===== config.mk =====
export PLATFORM = sky130hd
export DESIGN_NAME = chroma_key_pipeline
export DESIGN_NICKNAME = d
export VERILOG_FILES = /design/src/rtl/chroma_pkg.sv /design/src/rtl/chroma_key_compare.sv /design/src/rtl/chroma_key_pipeline.sv
export SDC_FILE = /design/constraint.sdc
export NUM_CORES = 1
export LEC_CHECK = 0
export ABC_CLOCK_PERIOD_IN_PS = 8000
export CORE_UTILIZATION = 58
export DETAILED_ROUTE_END_ITERATION = 8
export PLACE_DENSITY = 0.85
export SYNTH_ARGS = -nofsm -noshare
export SYNTH_HDL_FRONTEND = slang
export SYNTH_SLANG_ARGS = --single-unit

===== constraint.sdc =====
create_clock -name iCLK -period 8 [get_ports iCLK]
set_clock_uncertainty 0.15 [all_clocks]
set_input_delay 1.2 -clock iCLK [delete_from_list [all_inputs] [get_ports iCLK]]
set_output_delay 1.2 -clock iCLK [all_outputs]
set_load 0.05 [all_outputs]

===== src/rtl/chroma_pkg.sv =====
// Shared mode encodings and FSM state type for the chroma-key pipeline.
package chroma_pkg;

    localparam logic [1:0] MODE_PASS      = 2'd0;
    localparam logic [1:0] MODE_COMPOSITE = 2'd1;
    localparam logic [1:0] MODE_MATTE     = 2'd2;
    localparam logic [1:0] MODE_BGONLY    = 2'd3;

    typedef enum logic [1:0] {
        IDLE     = 2'd0,
        WAIT_SOF = 2'd1,
        ACTIVE   = 2'd2
    } chromaState_t;

endpackage


===== src/rtl/chroma_key_compare.sv =====
// Combinational green-screen key decision and output colour select.
module chroma_key_compare
    import chroma_pkg::*;
#(
    parameter int unsigned DW = 10
) (
    input  logic [DW-1:0] iRed,
    input  logic [DW-1:0] iGreen,
    input  logic [DW-1:0] iBlue,
    input  logic [DW-1:0] iBgRed,
    input  logic [DW-1:0] iBgGreen,
    input  logic [DW-1:0] iBgBlue,
    input  logic [1:0]    iMode,
    input  logic [DW-1:0] iKeyGMin,
    input  logic [DW-1:0] iKeyRMargin,
    input  logic [DW-1:0] iKeyBMargin,
    output logic [DW-1:0] oRed_c,
    output logic [DW-1:0] oGreen_c,
    output logic [DW-1:0] oBlue_c,
    output logic          oKey_c
);

    localparam int unsigned SW = DW + 1;

    logic [SW-1:0] rLimit;
    logic [SW-1:0] bLimit;

    always_comb begin
        rLimit   = SW'(iRed) + SW'(iKeyRMargin);
        bLimit   = SW'(iBlue) + SW'(iKeyBMargin);
        oKey_c   = (iGreen >= iKeyGMin) && (SW'(iGreen) >= rLimit) && (SW'(iGreen) >= bLimit);
        oRed_c   = iRed;
        oGreen_c = iGreen;
        oBlue_c  = iBlue;
        case (iMode)
            MODE_COMPOSITE: begin
                if (oKey_c) begin
                    oRed_c   = iBgRed;
                    oGreen_c = iBgGreen;
                    oBlue_c  = iBgBlue;
                end
            end
            MODE_MATTE: begin
                oRed_c   = oKey_c ? '1 : '0;
                oGreen_c = oKey_c ? '1 : '0;
                oBlue_c  = oKey_c ? '1 : '0;
            end
            MODE_BGONLY: begin
                oRed_c   = iBgRed;
                oGreen_c = iBgGreen;
                oBlue_c  = iBgBlue;
            end
            default: ;
        endcase
    end

endmodule


===== src/rtl/chroma_key_pipeline.sv =====
// Three-stage chroma-key pipeline: capture, key/mix, output, with frame
// tracking, pixel position and per-frame keyed-pixel statistics.
module chroma_key_pipeline
    import chroma_pkg::*;
#(
    parameter int unsigned DW = 10,
    parameter int unsigned XW = 12,
    parameter int unsigned YW = 11,
    parameter int unsigned CW = 20
) (
    input  logic          iCLK,
    input  logic          iRST_N,
    input  logic          iFVAL,
    input  logic          iDVAL,
    input  logic [DW-1:0] iRed,
    input  logic [DW-1:0] iGreen,
    input  logic [DW-1:0] iBlue,
    input  logic [DW-1:0] iBgRed,
    input  logic [DW-1:0] iBgGreen,
    input  logic [DW-1:0] iBgBlue,
    input  logic [1:0]    iMode,
    input  logic [DW-1:0] iKeyGMin,
    input  logic [DW-1:0] iKeyRMargin,
    input  logic [DW-1:0] iKeyBMargin,
    output logic [DW-1:0] oRed,
    output logic [DW-1:0] oGreen,
    output logic [DW-1:0] oBlue,
    output logic          oDVAL,
    output logic          oFVAL,
    output logic          oKeyMask,
    output logic [XW-1:0] oX_Counter,
    output logic [YW-1:0] oY_Counter,
    output logic [CW-1:0] oKeyCount,
    output logic [31:0]   oFrame_Counter
);

    localparam logic [CW-1:0] KEY_MAX = '1;

    chromaState_t  state;
    logic          fvalPrev, dvalPrev;
    logic [1:0]    shMode;
    logic [DW-1:0] shBgRed, shBgGreen, shBgBlue, shGMin, shRMargin, shBMargin;
    logic [XW-1:0] xCnt, aX, bX;
    logic [YW-1:0] yCnt, aY, bY;
    logic          aValid, aStart, aEnd, aFval;
    logic          bValid, bStart, bEnd, bFval, bKey;
    logic [DW-1:0] aRed, aGreen, aBlue, bRed, bGreen, bBlue;
    logic [CW-1:0] keyCnt;
    logic [DW-1:0] mixRed_c, mixGreen_c, mixBlue_c;
    logic          key_c;
    logic          frameStart_c, frameEnd_c, pixValid_c, lineEnd_c;

    // A rising edge only opens a frame once a low iFVAL has been seen since reset.
    assign frameStart_c = (state == WAIT_SOF) && iFVAL && !fvalPrev;
    assign frameEnd_c   = (state == ACTIVE) && !iFVAL && fvalPrev;
    assign pixValid_c   = iFVAL && iDVAL && ((state == ACTIVE) || frameStart_c);
    assign lineEnd_c    = (state == ACTIVE) && dvalPrev && !pixValid_c;

    always_ff @(posedge iCLK or negedge iRST_N) begin
        if (!iRST_N) begin
            state     <= IDLE;
            shMode    <= MODE_PASS;
            shBgRed   <= '0;
            shBgGreen <= '0;
            shBgBlue  <= '0;
            shGMin    <= '0;
            shRMargin <= '0;
            shBMargin <= '0;
        end else begin
            case (state)
                IDLE:     if (!iFVAL) state <= WAIT_SOF;
                WAIT_SOF: begin
                    if (frameStart_c) begin
                        state     <= ACTIVE;
                        shMode    <= iMode;
                        shBgRed   <= iBgRed;
                        shBgGreen <= iBgGreen;
                        shBgBlue  <= iBgBlue;
                        shGMin    <= iKeyGMin;
                        shRMargin <= iKeyRMargin;
                        shBMargin <= iKeyBMargin;
                    end
                end
                ACTIVE:   if (frameEnd_c) state <= WAIT_SOF;
                default:  state <= IDLE;
            endcase
        end
    end

    // Capture stage: stamps each valid pixel with its frame position.
    always_ff @(posedge iCLK or negedge iRST_N) begin
        if (!iRST_N) begin
            fvalPrev <= 1'b0;
            dvalPrev <= 1'b0;
            aValid   <= 1'b0;
            aStart   <= 1'b0;
            aEnd     <= 1'b0;
            aFval    <= 1'b0;
            aRed     <= '0;
            aGreen   <= '0;
            aBlue    <= '0;
            aX       <= '0;
            aY       <= '0;
            xCnt     <= '0;
            yCnt     <= '0;
        end else begin
            fvalPrev <= iFVAL;
            dvalPrev <= pixValid_c;
            aValid   <= pixValid_c;
            aStart   <= frameStart_c;
            aEnd     <= frameEnd_c;
            aFval    <= iFVAL;
            aRed     <= iRed;
            aGreen   <= iGreen;
            aBlue    <= iBlue;
            if (frameStart_c) begin
                aX   <= '0;
                aY   <= '0;
                xCnt <= XW'(pixValid_c);
                yCnt <= '0;
            end else begin
                aX <= xCnt;
                aY <= yCnt;
                if (pixValid_c) begin
                    xCnt <= xCnt + XW'(1);
                end else if (lineEnd_c) begin
                    xCnt <= '0;
                    yCnt <= yCnt + YW'(1);
                end
            end
        end
    end

    chroma_key_compare #(.DW(DW)) uCompare (
        .iRed        (aRed),
        .iGreen      (aGreen),
        .iBlue       (aBlue),
        .iBgRed      (shBgRed),
        .iBgGreen    (shBgGreen),
        .iBgBlue     (shBgBlue),
        .iMode       (shMode),
        .iKeyGMin    (shGMin),
        .iKeyRMargin (shRMargin),
        .iKeyBMargin (shBMargin),
        .oRed_c      (mixRed_c),
        .oGreen_c    (mixGreen_c),
        .oBlue_c     (mixBlue_c),
        .oKey_c      (key_c)
    );

    always_ff @(posedge iCLK or negedge iRST_N) begin
        if (!iRST_N) begin
            bValid <= 1'b0;
            bStart <= 1'b0;
            bEnd   <= 1'b0;
            bFval  <= 1'b0;
            bKey   <= 1'b0;
            bRed   <= '0;
            bGreen <= '0;
            bBlue  <= '0;
            bX     <= '0;
            bY     <= '0;
        end else begin
            bValid <= aValid;
            bStart <= aStart;
            bEnd   <= aEnd;
            bFval  <= aFval;
            bKey   <= key_c;
            bRed   <= mixRed_c;
            bGreen <= mixGreen_c;
            bBlue  <= mixBlue_c;
            bX     <= aX;
            bY     <= aY;
        end
    end

    // Output stage; frame statistics move in step with the delayed frame.
    always_ff @(posedge iCLK or negedge iRST_N) begin
        if (!iRST_N) begin
            oRed           <= '0;
            oGreen         <= '0;
            oBlue          <= '0;
            oDVAL          <= 1'b0;
            oFVAL          <= 1'b0;
            oKeyMask       <= 1'b0;
            oX_Counter     <= '0;
            oY_Counter     <= '0;
            oKeyCount      <= '0;
            oFrame_Counter <= '0;
            keyCnt         <= '0;
        end else begin
            oRed     <= bRed;
            oGreen   <= bGreen;
            oBlue    <= bBlue;
            oDVAL    <= bValid;
            oFVAL    <= bFval;
            oKeyMask <= bValid && bKey;
            if (bValid) begin
                oX_Counter <= bX;
                oY_Counter <= bY;
            end
            if (bStart) begin
                keyCnt <= CW'(bValid && bKey);
            end else if (bValid && bKey && (keyCnt != KEY_MAX)) begin
                keyCnt <= keyCnt + CW'(1);
            end
            if (bEnd) begin
                oKeyCount      <= keyCnt;
                oFrame_Counter <= oFrame_Counter + 32'd1;
            end
        end
    end

endmodule


==> flow_summary.rst <==
.. list-table::
   :header-rows: 1

   * - Metric
     - Value
   * - Drt drc
     - 0
   * - Buffers from clock root to sink, at most
     - 3
   * - Fin nets
     - approximately 1.4k
   * - Post-synthesis net count
     - 1181
   * - Pwr dens
     - 302 nW/um2
   * - Count of flip-flops with a built-in enable after synthesis
     - 0
   * - Area added between synthesis and finish
     - 25.1%
   * - Worst slew pin tran
     - about 1.1 ns
   * - Most common library cell in the layout ignoring fill and taps
     - sky130_fd_sc_hd__dfrtp_1
   * - Number of nets with antenna violations after detailed routing
     - 0
   * - Element type at the critical path start
     - flop
   * - DRT Pass-1 Iters
     - 4
   * - Worst Slack Setup Final
     - 3.24 ns
   * - Routability Congestion
     - just under 0.8
   * - Worst path arrival time
     - 5.04 ns
   * - Vias
     - 8526
   * - Classification of the worst setup path
     - flop to flop
   * - Leakage power
     - slightly below 0.008 uW
   * - Horizontal extent of the die
     - 155 um
   * - Share of final-layout standard cells stronger than drive strength 1
     - 16.3%
   * - Register bit count reported by yosys
     - 330
   * - Run status
     - complete, no violations
   * - Final setup violation count
     - 0
   * - Footprint of the multi-input gates
     - between 4000 and 5000 um2
   * - Number of max-slew violations in the final report
     - 0
   * - Die span in y
     - 155 um
   * - Overflow left after global routing
     - 0
   * - Routed wire per std cell
     - 17.6 um
   * - Root cell of the clock tree
     - sky130_fd_sc_hd__clkbuf_16
   * - Sum Neg Setup Slack
     - 0 ns
   * - Total design power
     - 5130 uW
   * - Register clock-pin slew on the reported worst setup and hold paths
     - 0.06 ns
   * - Via count normalized by instance count
     - 5.40
   * - CTS-repair resized insts
     - 0
   * - Final-layout fill cell count
     - 1482
   * - Flip-flop cell with the highest count after synthesis
     - sky130_fd_sc_hd__dfrtp_1
   * - Hold violation total from the final report
     - 0
   * - Via count of the first global-routing pass
     - a little under 9k
   * - Synth warn
     - 0
   * - Period minus WS final
     - 4.76 ns
   * - Maximum Capacitance Violations
     - 0
   * - Hold-fix buffer count after cts
     - 0
   * - Worst path slowest cell
     - sky130_fd_sc_hd__a21o_2
   * - Pre-CTS WS
     - 3.41 ns
   * - Placed wire-length estimate after detailed placement
     - 18.1 mm
   * - Placement-stage cell area
     - approximately 16000 um2
   * - Core Box Area
     - 22800 um2
   * - Unrepaired setup endpoints after global routing
     - false
   * - Required arrival time at the worst endpoint
     - approximately 8.3 ns
   * - Global-route wire length before repair
     - ~45 mm
   * - Clk sink count
     - 330
   * - Class of the tightest hold or removal check
     - flop to flop
   * - Final instance area
     - 17000 um2
   * - Overall routed net length
     - approximately 28 mm
   * - Post-synthesis cell type count
     - 65
   * - Async set or reset register ratio after synthesis
     - 100%
   * - F_max
     - 210 MHz
   * - Starting Density
     - about three fifths
   * - Final cycle utilization of the critical path
     - 59.5%
   * - CP cell instances
     - ha_1 > a21o_1 > a21oi_1 > o21bai_1 > a2111oi_0 > o31ai_1 > a21oi_1 > xnor2_1 > ha_1 > o21a_1 > o22ai_1 > nor3_2 > nand3_2 > nor4_4 > a21o_2 > a2bb2oi_2
   * - Pin count of the biggest net entering global routing
     - approximately 200
   * - Avg Inst Size Synth
     - between 10 and 15 um2
   * - Sequential share of the synthesized area
     - ~61%
   * - Number of buffers inserted by post-CTS setup repair
     - 0
   * - Number of CTS-inserted buffers
     - 34
   * - Clock H-tree levels
     - 2
   * - Area taken by flip-flops and latches
     - 8260 um2
   * - PortBufs
     - 203
   * - Insertion delay of the later-clocked pin in the worst-skew pair
     - 0.51 ns
   * - Element type at the critical path end
     - flop
   * - Synthesized cell area
     - about 14000 um2
   * - Commonest cells after routing, fill and taps aside
     - sky130_fd_sc_hd__dfrtp_1 (330), sky130_fd_sc_hd__clkdlybuf4s50_1 (202), sky130_fd_sc_hd__mux2_2 (95), sky130_fd_sc_hd__nand2_1 (90), sky130_fd_sc_hd__nor2_1 (56)
   * - Total routing resource utilization after global routing
     - 24.1%
   * - Max transition margin
     - 24.6%
   * - Top fanout value on the critical path
     - 30
   * - TritonCTS clock tree
     - done
   * - Synthesized netlist cell count
     - 1029
   * - Count of pins on the block boundary
     - 204
   * - Antenna violations before repair
     - 2
   * - DRC marker count from the first detailed-route iteration
     - 427
   * - Core Rows
     - 55
   * - Die ar.
     - 24000 um2
   * - Critical path's largest stage delay
     - between 0.9 and 1 ns
   * - Max VDD drop
     - roughly 0.00024 V
## cell usage after synthesis (6+ instances only)
cell                        number  area share, %
sky130_fd_sc_hd__nand2_1        90            2.5
sky130_fd_sc_hd__o21ai_0        28            1.0
sky130_fd_sc_hd__buf_2           8           0.30
sky130_fd_sc_hd__nor2b_1        28            1.3
sky130_fd_sc_hd__nor2_2          6           0.28
sky130_fd_sc_hd__nor2_1         56            1.6
sky130_fd_sc_hd__o21ai_1        12           0.44
sky130_fd_sc_hd__nor3_1          6           0.22
sky130_fd_sc_hd__inv_1          27           0.75
sky130_fd_sc_hd__a2bb2oi_2      30            3.3
sky130_fd_sc_hd__clkbuf_1       15           0.42
sky130_fd_sc_hd__nand4_1        22            1.0
sky130_fd_sc_hd__ha_1           54            5.0
sky130_fd_sc_hd__mux2_2         95            7.9
sky130_fd_sc_hd__and3_1         15           0.69
sky130_fd_sc_hd__dfrtp_1       330             61
sky130_fd_sc_hd__nand3_1        25           0.92
sky130_fd_sc_hd__xor2_1         38            2.5
sky130_fd_sc_hd__a21oi_1        25           0.92
sky130_fd_sc_hd__xnor2_1        35            2.3
sky130_fd_sc_hd__nand2b_1        9           0.42
## final timing paths
kind,cells after the start,to,slack (ns),startpoint
min reg2reg,0,bX[3],0.20,aX[3]
max reg2reg,16,bBlue[2],3.24,aBlue[1]
max,16,bBlue[2],3.24,aBlue[1]
min,0,bX[3],0.20,aX[3]
min in group asynchronous,1,oX_Counter[4],0.64,iRST_N
max in group asynchronous,2,oFrame_Counter[25],5.53,iRST_N
## where the power goes
part / internal, uW / switching, uW
sequential: 1960 / 142
clock: 948 / 628
combinational: 599 / 855
total: 3500 / 1620
## logic make-up after synthesis
family / after synthesis / synth area share [%]
and+or+nand+nor: 283 / 10.6
buffers and inverters: 60 / 2.33
xor gates and xnor gates: 73 / 4.72
DFF: 330 / 60.9
muxes: 98 / 8.15
AOI/OAI and AO/OA: 129 / 7.93
adders and majority gates: 56 / 5.28
## state kept, by name (all words and copies together) (netlist names), 11 cells and up
register	cells
oX_Counter	12
bX	12
yCnt	11
oKeyCount	20
oFrame_Counter	32
xCnt	12
bY	11
aX	12
oY_Counter	11
keyCnt	20
aY	11
## critical path, delay by kind of cell, from the launching register on
kind | cells | cell delay, ns
adder cells (fa/ha/maj) | 2 | 0.57
AO/OA/AOI/OAI | 10 | 2.80
AND/OR/NAND/NOR | 3 | 0.65
XOR/XNOR | 1 | 0.09
flip-flops | 1 | 0.41
## area by class of cell
class | count | area share, %
Inverter | 27 | 0.598
Clock inverter | 6 | 0.362
Antenna cell | 1 | 0.0148
Multi-Input combinational cell | 639 | 29.4
Sequential cell | 330 | 48.7
Timing Repair Buffer | 209 | 12.4
Clock buffer | 53 | 6.29
Tap cell | 313 | 2.31
## metrics by stage
step	util, %	instances	hold WS [ns]
6_report	74.4	1578	0.195
5_1_grt	74.4	1577	0.204
4_1_cts	74.4	1577	0.196
3_5_place_dp	69.5	1518	0.185
3_3_place_gp	69.5	1518	0.181
2_1_floorplan	-	1029	0.181
## metal layers
layer | global-route usage [%] | vias to the layer above | routed length [um]
li1 | - | 3975 | -
met1 | 31.9 | 4282 | 12000
met2 | 40.2 | 221 | 13500
met3 | 5.07 | 46 | 1610
met4 | 7.17 | 2 | 537
met5 | 0 | - | 17
Note: power is estimated with default switching activity, not from simulation.
